**src/rtl/vga_layers_pkg.sv**
```systemverilog
// Shared types and constants for the VGA layer compositing path.
package vga_layers_pkg;

  localparam int unsigned NUM_LAYERS_DEFAULT = 4;
  localparam logic [7:0]  TRANSPARENT_COLOR  = 8'hFF;

  typedef logic [7:0] rgb332_t;
  typedef logic [$clog2(NUM_LAYERS_DEFAULT+1)-1:0] layer_idx_t;

  typedef enum logic {
    COLL_IDLE,
    COLL_HIT
  } coll_state_t;

endpackage

```
**src/rtl/collision_frame_tracker.sv**
```systemverilog
// Per-frame collision tracker: one-shot pulse on the first hit of a frame and
// a saturating hit count that is published at each frame boundary.
module collision_frame_tracker
  import vga_layers_pkg::*;
(
  input  logic       clk,
  input  logic       reset,
  input  logic       startOfFrame,
  input  logic       hit,
  output logic       collisionPulse,
  output logic [7:0] frameCollisions
);

  coll_state_t state, state_d;
  logic [7:0]  run_cnt, run_cnt_d;
  logic [7:0]  frame_d;
  logic        pulse_d;

  always_ff @(posedge clk) begin
    if (reset) begin
      state           <= COLL_IDLE;
      run_cnt         <= '0;
      frameCollisions <= '0;
      collisionPulse  <= 1'b0;
    end else begin
      state           <= state_d;
      run_cnt         <= run_cnt_d;
      frameCollisions <= frame_d;
      collisionPulse  <= pulse_d;
    end
  end

  // A hit coinciding with startOfFrame is counted in the new frame.
  always_comb begin
    state_d   = state;
    run_cnt_d = run_cnt;
    frame_d   = frameCollisions;
    pulse_d   = 1'b0;
    if (startOfFrame) begin
      frame_d   = run_cnt;
      run_cnt_d = hit ? 8'd1 : 8'd0;
      pulse_d   = hit;
      state_d   = hit ? COLL_HIT : COLL_IDLE;
    end else begin
      if (hit && run_cnt != '1) run_cnt_d = run_cnt + 8'd1;
      case (state)
        COLL_IDLE: if (hit) begin
          pulse_d = 1'b1;
          state_d = COLL_HIT;
        end
        COLL_HIT:  state_d = COLL_HIT;
        default:   state_d = COLL_IDLE;
      endcase
    end
  end

endmodule

```
**src/rtl/layer_priority_arbiter.sv**
```systemverilog
// Per-pixel priority arbiter between drawing layers and the background, with
// frame-synchronous layer enables and layer-0 collision reporting.
module layer_priority_arbiter
  import vga_layers_pkg::*;
#(
  parameter int unsigned NUM_LAYERS        = NUM_LAYERS_DEFAULT,
  parameter rgb332_t     TRANSPARENT_COLOR = vga_layers_pkg::TRANSPARENT_COLOR
) (
  input  logic                              clk,
  input  logic                              reset,
  input  logic                              startOfFrame,
  input  logic [NUM_LAYERS-1:0]             layerDrawReq,
  input  logic [NUM_LAYERS-1:0][7:0]        layerRGB,
  input  logic [7:0]                        BG_RGB,
  input  logic                              boardersDrawReq,
  input  logic                              cfgWrEn,
  input  logic [NUM_LAYERS-1:0]             cfgLayerEn,
  output logic [7:0]                        RGBout,
  output logic [$clog2(NUM_LAYERS+1)-1:0]   activeLayer,
  output logic                              collisionPulse,
  output logic [7:0]                        frameCollisions
);

  localparam int unsigned IDX_W = $clog2(NUM_LAYERS+1);

  logic [NUM_LAYERS-1:0] pendingEn, activeEn;
  logic [NUM_LAYERS-1:0] eff;
  logic                  found;
  logic [IDX_W-1:0]      win_idx;
  rgb332_t               win_rgb;
  logic                  hit;

  // Shadow enable: a write coinciding with startOfFrame bypasses pendingEn.
  always_ff @(posedge clk) begin
    if (reset) begin
      pendingEn <= '1;
      activeEn  <= '1;
    end else begin
      if (cfgWrEn)      pendingEn <= cfgLayerEn;
      if (startOfFrame) activeEn  <= cfgWrEn ? cfgLayerEn : pendingEn;
    end
  end

  always_comb begin
    eff     = '0;
    found   = 1'b0;
    win_idx = IDX_W'(NUM_LAYERS);
    win_rgb = BG_RGB;
    for (int unsigned i = 0; i < NUM_LAYERS; i++) begin
      eff[i] = layerDrawReq[i] & activeEn[i] & (layerRGB[i] != TRANSPARENT_COLOR);
      if (eff[i] && !found) begin
        found   = 1'b1;
        win_idx = IDX_W'(i);
        win_rgb = layerRGB[i];
      end
    end
  end

  assign hit = eff[0] & ((|eff[NUM_LAYERS-1:1]) | boardersDrawReq);

  always_ff @(posedge clk) begin
    if (reset) begin
      RGBout      <= '0;
      activeLayer <= IDX_W'(NUM_LAYERS);
    end else begin
      RGBout      <= win_rgb;
      activeLayer <= win_idx;
    end
  end

  collision_frame_tracker u_collision_frame_tracker (
    .clk             (clk),
    .reset           (reset),
    .startOfFrame    (startOfFrame),
    .hit             (hit),
    .collisionPulse  (collisionPulse),
    .frameCollisions (frameCollisions)
  );

endmodule
```
**config.mk**
```make
export PLATFORM = sky130hd
export DESIGN_NAME = layer_priority_arbiter
export DESIGN_NICKNAME = d
export VERILOG_FILES = /design/src/rtl/vga_layers_pkg.sv /design/src/rtl/collision_frame_tracker.sv /design/src/rtl/layer_priority_arbiter.sv
export SDC_FILE = /design/constraint.sdc
export NUM_CORES = 1
export LEC_CHECK = 0
export CORE_MARGIN = 10
export CORE_UTILIZATION = 43
export DETAILED_ROUTE_END_ITERATION = 7
export PLACE_DENSITY = 0.82
export SKIP_CTS_REPAIR_TIMING = 1
export SLEW_MARGIN = 10
export SYNTH_ARGS = -nofsm -noshare
export SYNTH_HDL_FRONTEND = slang
export SYNTH_SLANG_ARGS = --single-unit
export TNS_END_PERCENT = 1
```
**constraint.sdc**
```tcl
create_clock -name clk -period 2.4 [get_ports clk]
set_input_delay 0.6 -clock clk [delete_from_list [all_inputs] [get_ports clk]]
set_output_delay 0.6 -clock clk [all_outputs]
set_load 0.02 [all_outputs]
```
==> flow_metrics.py <==
metrics = {
    "placed_design": {
        "globalplace.congestion": 0.877,
        "postPlaceCellArea_mm2": 0.00267,
        "numPortBuffers": 72,
        "post-place-ws_ns": -0.0580,
        "hpwl_mm": 4.79,
    },
    "floorplan": {
        "core-area_mm2": 0.00403,
        "ios": 73,
        "die_y_um": 84.8,
        "rows": 23,
        "die_w_um": 84.8,
        "die_area_mm2": 0.00719,
        "start_util": 0.448,
    },
    "clock_tree": {
        "ctsHtreeMaxLevel": 2,
        "cts_tree": "built",
        "root_buffer": "clkbuf_8",
        "cts.sinks": 37,
        "clockBufferDepth": 2,
        "worstSkewPairLatency_ns": 0.30,
        "cts_buffers": 5,
        "path_clk_slew_ns": 0.07,
    },
    "logic_synthesis": {
        "synth.ff_latch_count": 37,
        "syn-num-nets": 257,
        "syn_inst": 203,
        "ys_warn_count": 0,
        "ys_seq_area_frac": 0.410,
        "async_reset_ff_frac": 0,
        "yosysMostFrequentCell": "dfxtp_1",
        "synth.area.top_cells": "dfxtp_1 (41%), nor2_1 (6.0%), mux2i_1 (5.0%)",
        "post_synth_most_frequent_cells": "dfxtp_1 (37), nor2_1 (29), nand3_1 (15)",
        "ys.flop_type": "dfxtp_1",
        "synth-edff-count": 0,
        "synth_top_area_frac": 0.410,
        "synth_area_leader_cell": "dfxtp_1",
        "ys_types": 47,
        "syn_area_per_cell_um2": 8.89,
        "synth.cell_area_mm2": 0.00181,
    },
    "route": {
        "finalWirelength_mm": 6.14,
        "vias_per_cell": 5.59,
        "dr.pass1.iters": 4,
        "antenna_left": 0,
        "wl_per_cell_um": 18.1,
        "vias": 1899,
        "drc": 0,
        "first_iter_violations": 126,
    },
    "critical_path": {
        "rrSetupSlack_ns": 0.48,
        "critPathArrivalTime_ns": 2.46,
        "crit_fanout": 9,
        "worst-r2r-cell-count": 6,
        "crit_required_ns": 2.63,
        "crit_start": "layerRGB[18]",
        "start_kind": "input pin",
        "end_kind": "register",
        "r2r_end": "u_collision_frame_tracker.run_cnt[6]",
        "criticalPathCategory": "in2reg",
        "worstReg2RegStart": "u_collision_frame_tracker.run_cnt[0]",
    },
    "power_and_ir_drop": {
        "p_int_mw": 1.26,
        "cellPowerDensity_mw_per_mm2": 603,
        "ir_worst_vdd_mv": 0.435,
        "leakage_nw": 1.08,
        "p_switching_mw": 0.427,
        "p_seq_frac": 0.394,
        "pwr-share-clk": 0.384,
        "combinationalPowerShare": 0.222,
        "swShare": 0.252,
    },
    "grt": {
        "grt_pass1_wl_mm": 10.0,
        "grt_use_total": 0.169,
        "grt_overflow": 0,
        "grt_pass1_vias": 1957,
        "grt_max_degree": 16,
        "antenna_found_initial": 0,
    },
    "sta": {
        "layout_min_cycle_time_ns": 2.24,
        "slew_headroom": 0.698,
        "worst_slack_ns": 0.164,
        "fmax_mhz": 447,
        "rsz0062_at_grt": "no",
        "finClkSkew_ns": 0.00819,
        "finalHoldViolCount": 0,
        "finalSetupViolCount": 0,
        "worst_pin_slew_ns": 0.451,
        "maxSlewViolCount": 0,
        "post-route-period-util": 0.932,
    },
    "run": {
        "maxCapViolCount": 0,
    },
    "final_layout": {
        "stdcell_area_mm2": 0.00280,
        "drive_gt1_frac": 0.121,
        "seqCellArea_um2": 741,
        "area_growth_pct": 55.3,
        "antenna_cells": 0,
        "multiInputGateArea_mm2": 0.00101,
        "layout.nets": 343,
        "fillerInstances": 326,
    },
    "min_path": {
        "min-delay-start": "u_collision_frame_tracker.frameCollisions[6]",
        "hold_path_end": "u_collision_frame_tracker.frameCollisions[6]",
        "worst_hold_path.num_cells": 2,
        "hold_class": "reg2reg",
    },
    "status": {
        "status": "completed",
    },
}
## critical path, stage by stage
cell	delay [ns]
clkdlybuf4s50_1	0.48
nand4_1	0.20
o311ai_4	0.43
and4b_1	0.45
o311ai_1	0.16
a21oi_1	0.15
## metal layers
metal	wire length (µm)	vias up	part of all wire	track usage
met5	0	-	0	0
met4	51	0	0.0083	0.0539
met1	2610	881	0.43	0.197
li1	-	946	-	-
met3	330	8	0.054	0.0483
met2	3150	64	0.51	0.288
## sequential cells by signal (all words and copies together) (netlist names)
register	count
RGBout	8
u_collision_frame_tracker.frameCollisions	8
u_collision_frame_tracker.run_cnt	8
activeEn	4
pendingEn	4
activeLayer	3
u_collision_frame_tracker.collisionPulse	1
u_collision_frame_tracker.state	1
## area by class of cell
type,count,area share
sequential,37,0.264
timing repair buffer,89,0.303
tap,50,0.0223
clock buffer,5,0.0245
multi-input combinational,153,0.359
clock inverter,3,0.0232
inverter,3,0.00402
## cell families (layout without fill, tap and decap cells)
logic type	after synthesis	count (layout)	share of synthesized area
buffers and inverters	13	100	0.0319
AO/OA/AOI/OAI	61	61	0.263
multiplexers	9	9	0.0499
AND/OR/NAND/NOR	82	82	0.238
flip-flops	37	37	0.410
adder cells (fa/ha/maj)	1	1	0.00693
## layout by cell type, fill, tap and decap left out, types with 6 or more instances in the layout
cell type	netlist	layout
mux2i_1	9	9
nand2_1	8	8
o21ai_0	8	8
clkdlybuf4s50_1	0	72
nand4_1	8	8
nor2b_1	6	6
nor2_1	29	29
buf_4	0	17
dfxtp_1	37	37
nand3_1	15	15
a21oi_1	13	13
## power by group through the flow
| stage | Combinational [mW] | Sequential, mW | Clock [mW] |
|---|---|---|---|
| CTS | 0.375 | 0.667 | 0.660 |
| finish | 0.376 | 0.667 | 0.649 |
| detailed placement | 0.370 | 0.681 | 0 |
| global route | 0.407 | 0.670 | 0.684 |
| floorplan | 0.143 | 0.706 | 0 |
| global placement | 0.365 | 0.680 | 0 |
## stage by stage
stage,TNS (ns),utilization,hold slack (ns),power (mW),instances
after global routing,0,0.696,0.525,1.76,340
after global placement,-0.0214,0.663,0.480,1.05,332
after detailed placement,-0.449,0.663,0.483,1.05,332
final,0,0.696,0.504,1.69,340
after CTS,0,0.696,0.507,1.70,340
after floorplan,0,-,0.467,0.849,203
## worst max-delay path by stage
stage | cells past startpoint | to
after floorplan | 6 | u_collision_frame_tracker.run_cnt[3]
after CTS | 6 | u_collision_frame_tracker.run_cnt[0]
after detailed placement | 6 | u_collision_frame_tracker.run_cnt[6]
after global routing | 6 | u_collision_frame_tracker.run_cnt[0]
after global placement | 6 | u_collision_frame_tracker.run_cnt[0]
final | 6 | u_collision_frame_tracker.run_cnt[0]
Note: power is estimated with default switching activity, not from simulation.
